**src/rtl/dma_bar_arb_mo_if.sv**
```systemverilog
// rtl/dma_bar_arb_mo_if.sv - thread-side / arbiter-side signal bundle for dma_bar_arb_mo
interface dma_bar_arb_mo_if #(
    parameter int DMA_THREAD_CNT  = 4,
    parameter int MAX_OUTSTANDING = 2
);
    localparam int CW = $clog2(MAX_OUTSTANDING + 1);

    logic [DMA_THREAD_CNT-1:0] req;
    logic [DMA_THREAD_CNT-1:0] gnt;
    logic [DMA_THREAD_CNT-1:0] done;
    logic [DMA_THREAD_CNT-1:0] pending;
    logic [CW-1:0]             outstanding_cnt;
    logic                      is_outstanding_barrier;
    logic                      full;
    logic                      timeout_err;

    // master: DMA thread controllers; slave: the barrier arbiter
    modport master (
        output req, done,
        input  gnt, pending, outstanding_cnt, is_outstanding_barrier, full, timeout_err
    );

    modport slave (
        input  req, done,
        output gnt, pending, outstanding_cnt, is_outstanding_barrier, full, timeout_err
    );
endinterface

```
**src/rtl/dma_bar_arb_mo.sv**
```systemverilog
// rtl/dma_bar_arb_mo.sv - multi-outstanding memory-barrier arbiter (optional watchdog: DMA_BAR_ARB_TIMEOUT_EN)
module dma_bar_arb_mo #(
    parameter int DMA_THREAD_CNT  = 4,
    parameter int MAX_OUTSTANDING = 2,
    parameter int ARB_MODE        = 1,
    parameter int TIMEOUT_CYCLES  = 1024
) (
    input  logic              clk,
    input  logic              rstn,
    dma_bar_arb_mo_if.slave   bus
);
    localparam int N  = DMA_THREAD_CNT;
    localparam int PW = $clog2(N);
    localparam int CW = $clog2(MAX_OUTSTANDING + 1);
    localparam logic [CW-1:0] MAX_CNT = CW'(MAX_OUTSTANDING);

    logic [N-1:0]  pending_q;
    logic [N-1:0]  elig;
    logic [N-1:0]  gnt;
    logic [N-1:0]  retire;
    logic [CW-1:0] cnt_q;
    logic [CW-1:0] cnt_next;
    logic [CW-1:0] retire_cnt;
    logic [PW-1:0] ptr_q;
    logic [PW-1:0] ptr_next;
    logic          full;

    // Only registered state gates eligibility; a same-cycle done never frees a slot.
    assign elig   = bus.req & ~pending_q;
    assign retire = bus.done & pending_q;
    assign full   = (cnt_q == MAX_CNT);

    always_comb begin : arb
        int   start;
        int   idx;
        logic found;
        gnt      = '0;
        ptr_next = ptr_q;
        found    = 1'b0;
        idx      = 0;
        start    = (ARB_MODE == 1) ? int'(ptr_q) : 0;
        for (int i = 0; i < N; i++) begin
            idx = start + i;
            if (idx >= N) idx = idx - N;
            if (!found && !full && elig[PW'(idx)]) begin
                found            = 1'b1;
                gnt[PW'(idx)]    = 1'b1;
                ptr_next         = PW'((idx + 1) % N);
            end
        end
    end

    always_comb begin
        retire_cnt = '0;
        for (int j = 0; j < N; j++) begin
            if (retire[j]) retire_cnt = retire_cnt + CW'(1);
        end
    end

    assign cnt_next = cnt_q + ((|gnt) ? CW'(1) : '0) - retire_cnt;

    always_ff @(posedge clk) begin
        if (!rstn) begin
            pending_q <= '0;
            cnt_q     <= '0;
            ptr_q     <= '0;
        end else begin
            pending_q <= (pending_q & ~retire) | gnt;
            cnt_q     <= cnt_next;
            ptr_q     <= ptr_next;
        end
    end

`ifdef DMA_BAR_ARB_TIMEOUT_EN
    localparam int WW = $clog2(TIMEOUT_CYCLES + 1);
    localparam logic [WW-1:0] WD_MAX = WW'(TIMEOUT_CYCLES);

    logic [WW-1:0] wd_q;
    logic          err_q;

    // Counter saturates at the limit so the sticky error cannot be missed by wrap-around.
    always_ff @(posedge clk) begin
        if (!rstn) begin
            wd_q  <= '0;
            err_q <= 1'b0;
        end else begin
            if (cnt_q == '0 || (|retire)) begin
                wd_q <= '0;
            end else if (wd_q != WD_MAX) begin
                wd_q <= wd_q + WW'(1);
            end
            if (wd_q == WD_MAX) err_q <= 1'b1;
        end
    end

    assign bus.timeout_err = err_q;
`else
    assign bus.timeout_err = (TIMEOUT_CYCLES < 0);
`endif

    assign bus.gnt                    = gnt;
    assign bus.pending                = pending_q;
    assign bus.outstanding_cnt        = cnt_q;
    assign bus.is_outstanding_barrier = (cnt_q != '0);
    assign bus.full                   = full;

`ifndef SYNTHESIS
    always_ff @(posedge clk) begin
        if (rstn) begin
            assert (!$isunknown(gnt)) else $error("gnt carries X");
            assert ($onehot0(gnt)) else $error("gnt not one-hot");
            assert (!(full && (|gnt))) else $error("gnt while full");
            assert ((gnt & pending_q) == '0) else $error("gnt to a pending thread");
            assert ($countones(pending_q) == int'(cnt_q)) else $error("count does not match pending");
            if ((bus.done & ~pending_q) != '0) $warning("done on a thread with no barrier ignored");
        end
    end
`endif
endmodule

```
**src/flat_wrapper.sv**
```systemverilog
// flat-port wrapper written by rule: the top's interface ports become plain ports
module dma_bar_arb_mo_flat 
#(
    parameter int DMA_THREAD_CNT  = 4,
    parameter int MAX_OUTSTANDING = 2,
    parameter int ARB_MODE        = 1,
    parameter int TIMEOUT_CYCLES  = 1024
)
  (clk, rstn, bus_req, bus_done, bus_gnt, bus_pending, bus_outstanding_cnt, bus_is_outstanding_barrier, bus_full, bus_timeout_err);
  dma_bar_arb_mo_if #(.DMA_THREAD_CNT(DMA_THREAD_CNT), .MAX_OUTSTANDING(MAX_OUTSTANDING)) bus_i ();
  input  logic clk;
  input  logic rstn;
  input wire logic [$bits(bus_i.req)-1:0] bus_req;
  input wire logic [$bits(bus_i.done)-1:0] bus_done;
  output wire logic [$bits(bus_i.gnt)-1:0] bus_gnt;
  output wire logic [$bits(bus_i.pending)-1:0] bus_pending;
  output wire logic [$bits(bus_i.outstanding_cnt)-1:0] bus_outstanding_cnt;
  output wire logic [$bits(bus_i.is_outstanding_barrier)-1:0] bus_is_outstanding_barrier;
  output wire logic [$bits(bus_i.full)-1:0] bus_full;
  output wire logic [$bits(bus_i.timeout_err)-1:0] bus_timeout_err;
  assign bus_i.req = bus_req;
  assign bus_i.done = bus_done;
  assign bus_gnt = bus_i.gnt;
  assign bus_pending = bus_i.pending;
  assign bus_outstanding_cnt = bus_i.outstanding_cnt;
  assign bus_is_outstanding_barrier = bus_i.is_outstanding_barrier;
  assign bus_full = bus_i.full;
  assign bus_timeout_err = bus_i.timeout_err;
  dma_bar_arb_mo #(.DMA_THREAD_CNT(DMA_THREAD_CNT), .MAX_OUTSTANDING(MAX_OUTSTANDING), .ARB_MODE(ARB_MODE), .TIMEOUT_CYCLES(TIMEOUT_CYCLES)) u_core (.clk(clk), .rstn(rstn), .bus(bus_i));
endmodule
```
**config.mk**
```make
export PLATFORM = sky130hd
export DESIGN_NAME = dma_bar_arb_mo_flat
export DESIGN_NICKNAME = d
export VERILOG_FILES = /design/src/rtl/dma_bar_arb_mo_if.sv /design/src/rtl/dma_bar_arb_mo.sv /design/src/flat_wrapper.sv
export SDC_FILE = /design/constraint.sdc
export NUM_CORES = 1
export LEC_CHECK = 0
export ABC_AREA = 0
export ABC_CLOCK_PERIOD_IN_PS = 8450
export BUFFER_PORTS_ARGS = -buffer_cell sky130_fd_sc_hd__clkbuf_2
export CAP_MARGIN = 20
export CELL_PAD_IN_SITES_DETAIL_PLACEMENT = 2
export CELL_PAD_IN_SITES_GLOBAL_PLACEMENT = 2
export CORE_ASPECT_RATIO = 1.75
export CORE_MARGIN = 8
export CORE_UTILIZATION = 33
export CTS_CLUSTER_SIZE = 12
export DETAILED_ROUTE_END_ITERATION = 12
export MAX_ROUTING_LAYER = met4
export PLACE_DENSITY = 0.88
export SLEW_MARGIN = 40
export SYNTH_ARGS = -nofsm -noshare
export SYNTH_HDL_FRONTEND = slang
export SYNTH_SLANG_ARGS = --single-unit
```
**constraint.sdc**
```tcl
create_clock -name clk -period 8.45 [get_ports clk]
set_input_delay 0.845 -clock clk [delete_from_list [all_inputs] [get_ports clk]]
set_output_delay 0.845 -clock clk [all_outputs]
set_load 0.01 [all_outputs]
```
==> key figures <==
Run status
  – Outcome: completed

STA
  – Headroom to the max-slew limit: 0.521
  – Final Max Tran Viols: 0
  – Final Skew: 0.00167 ns
  – Final worst path period share: 0.541
  – Unrepaired setup endpoints after global routing: false
  – Slew @ Worst Pin: 0.712 ns
  – Setup TNS Final: 0 ns
  – Endpoints failing hold: 0
  – Setup-failing EPs final: 0
  – Post-layout min period: 4.58 ns
  – Fmax: 0.219 GHz

Clock tree
  – Root Buffer: clkbuf_8
  – Num Clock Sinks: 8
  – Clock Tree Buf Depth: 2
  – Clock transition at path regs: 0.04 ns
  – H-tree depth: 1
  – Post-CTS Repair Setup Buffers: 0
  – CTS tree: built
  – Clk_lat worst skew: around 0.24 ns
  – Post_cts resized: 0
  – TritonCTS buffer count: 3
  – Hold_buf cts: 0

Logic synthesis
  – Synth Register Bits: 8
  – Post-synth EDFFs: 0
  – Sequential element share of the synthesized area: 0.152
  – Mean Syn Cell Area: around 8.2 sq um
  – Yosys cell types: 48
  – Synth warnings: 0
  – Top_reg_cell synth: dfxtp_1
  – Ys async rst share: 0
  – Synthesized area: between 1000 and 1500 sq um
  – Post-Syn Instances: around 130
  – Syn nets: approximately 150

GRT
  – Largest net degree at the start of global routing: 15
  – Vias in the first global route: ~1,300
  – Grt ovf: 0
  – Initial antenna violation count: 0
  – Global-route usage over all layers: 0.159
  – First-pass GRT wire length: 6.38 mm

Detailed routing
  – Average routed wire per standard cell: 20.8 um
  – DRT Pass-1 Iters: 4
  – Wire length on met3: between 100 and 150 um
  – # DRC: 0
  – Via count: 1,099
  – Antenna Nets Post-Route: 0
  – Routed met2 length: 2.22 mm
  – Routed wire length: about 4.0 mm
  – Met1 WL: 1.43 mm
  – Via density: 5.75
  – DR top layer: met4
  – DR iter-0 viols: 12

Final layout
  – Area growth from synthesis to layout: 15.7%
  – Design area: 1220 sq um
  – Final nets: approximately 170
  – Fillers: 378
  – Finished Layout Cells: 191
  – N_diodes: 0
  – Layout cells sized above 1: 0.209

Die
  – Top Ports: 23
  – Width of the die: between 50 and 60 um
  – Num rows: 27
  – Core area: 3110 sq um
  – Die area: 5330 sq um
  – Die H: roughly 91 um
  – Initial Utilization: 0.339

Hold path
  – Hold path endpoint: u_core.bus.pending[1]$_SDFF_PN0_
  – Min-delay src: u_core.bus.pending[1]$_SDFF_PN0_
  – Class of the tightest hold or removal check: reg2reg
  – Hold depth: 2

Power and ir drop
  – Clock power share: 0.086
  – Internal power: 265 uW
  – Seq pwr share: 0.160
  – Leakage Power: 0.000568 uW
  – Psw: 293 uW
  – Switch share: 0.525
  – Comb power frac: 0.755
  – Peak VDD IR: ~0.00020 V
  – PD cells: roughly 460 nW/um^2

Critical path
  – Crit end category: register
  – Worst R2R Path Depth: 13
  – CP arrival: 4.70 ns
  – Origin of the critical flop-to-flop path: u_core.ptr_q[0]$_SDFFE_PN0P_
  – WS Path Type: reg2reg
  – Startpoint types: register
  – Crit path required time: 8.58 ns
  – R2R Path End: u_core.bus.outstanding_cnt[1]$_SDFF_PN0_
  – R2R Setup Slk: 3.87 ns
  – Max FO, Critical Path: 14

Placed design
  – IO buf count: 21
  – HPWL Detailed: 3.25 mm
  – Dpl cell area: 1180 sq um
  – GP Congestion: 0.968
  – Inst Count DP: 188

Flow run
  – Max cap viols: 0
==> how the worst max path moves through the flow <==
stage,cells after the start,to,start
2_1_floorplan,13,u_core.bus.outstanding_cnt[1]$_SDFF_PN0_,bus_req[0]
3_3_place_gp,14,u_core.bus.outstanding_cnt[1]$_SDFF_PN0_,bus_req[0]
3_5_place_dp,13,u_core.bus.outstanding_cnt[1]$_SDFF_PN0_,u_core.ptr_q[0]$_SDFFE_PN0P_
4_1_cts,13,u_core.bus.outstanding_cnt[1]$_SDFF_PN0_,u_core.ptr_q[0]$_SDFFE_PN0P_
5_1_grt,13,u_core.bus.outstanding_cnt[1]$_SDFF_PN0_,u_core.ptr_q[0]$_SDFFE_PN0P_
6_report,13,u_core.bus.outstanding_cnt[1]$_SDFF_PN0_,u_core.ptr_q[0]$_SDFFE_PN0P_
==> metal layers <==
metal | vias to the layer above | global-route usage
met4 | 0 | 0.0964
met3 | 15 | 0.0300
met1 | 537 | 0.138
met5 | - | -
li1 | 509 | -
met2 | 38 | 0.294
==> cell usage after synthesis (3+ instances only) <==
master	n	area share
xor2_1	3	0.025
xnor2_1	4	0.033
nor2_1	3	0.011
ha_1	12	0.14
nor2b_1	7	0.042
and3_1	3	0.018
o21ai_0	5	0.024
a21oi_1	3	0.014
inv_1	10	0.036
nand2b_1	5	0.030
o21a_1	3	0.021
dfxtp_1	8	0.15
mux2i_1	6	0.057
nor3_1	9	0.043
nand2_1	8	0.029
==> cells by family after synthesis <==
logic type | share of synthesized area
adders and majority gates | 0.143
DFF | 0.152
AOI/OAI and AO/OA | 0.213
xor gates and xnor gates | 0.0582
muxes | 0.0998
other | 0.00356
and+or+nand+nor | 0.259
buffers and inverters | 0.0724
==> layout make-up <==
type                            instances  area, sq um  share of cell area
Clock buffer                            3         41.3              0.0339
Inverter                               11         41.3              0.0339
Multi-Input combinational cell        105          817               0.670
Sequential cell                         8          160               0.131
Tap cell                               43         53.8              0.0441
Timing Repair Buffer                   21          105              0.0862
==> critical path: stages (launching register included) <==
cell and delay (ns):
dfxtp_1 0.70, inv_2 0.25, ha_1 0.52, mux4_2 0.45, nor3b_1 0.21, a222oi_1 0.46
inv_1 0.14, or4b_1 0.49, ha_1 0.20, xnor2_1 0.22, xnor2_1 0.19, xnor2_1 0.11
or3_1 0.33, and3_1 0.18
==> layout by cell type (no fill, tap or decap), types with 4 or more instances in the layout <==
master and instances:
clkbuf_2 21, dfxtp_1 8, ha_1 12, inv_1 10, mux2i_1 6, nand2_1 8, nand2b_1 5, nor2b_1 7
nor3_1 9, o21ai_0 5, xnor2_1 4
==> state kept, by name (all words and copies together), names as in the netlist <==
signal and count:
u_core.bus.outstanding_cnt 2, u_core.ptr_q 2, u_core.bus.pending 4
==> stage by stage <==
stage	utilization	setup slack [ns]	hold WS, ns	total power (uW)
final	0.392	3.87	0.598	559
after global routing	0.392	3.64	0.630	597
after CTS	0.392	3.87	0.608	560
after detailed placement	0.379	3.95	0.592	506
after global placement	0.379	4.16	0.558	473
after floorplan	-	4.46	0.538	379
==> power by group through the flow <==
stage	clock network [uW]	logic, uW	registers [uW]
after floorplan	0	303	76.4
after global placement	0	386	87.1
after detailed placement	0	415	90.2
after CTS	49.1	421	89.9
after global routing	50.7	453	93.6
final	47.8	422	89.2
Power figures use the tool's default switching activity.
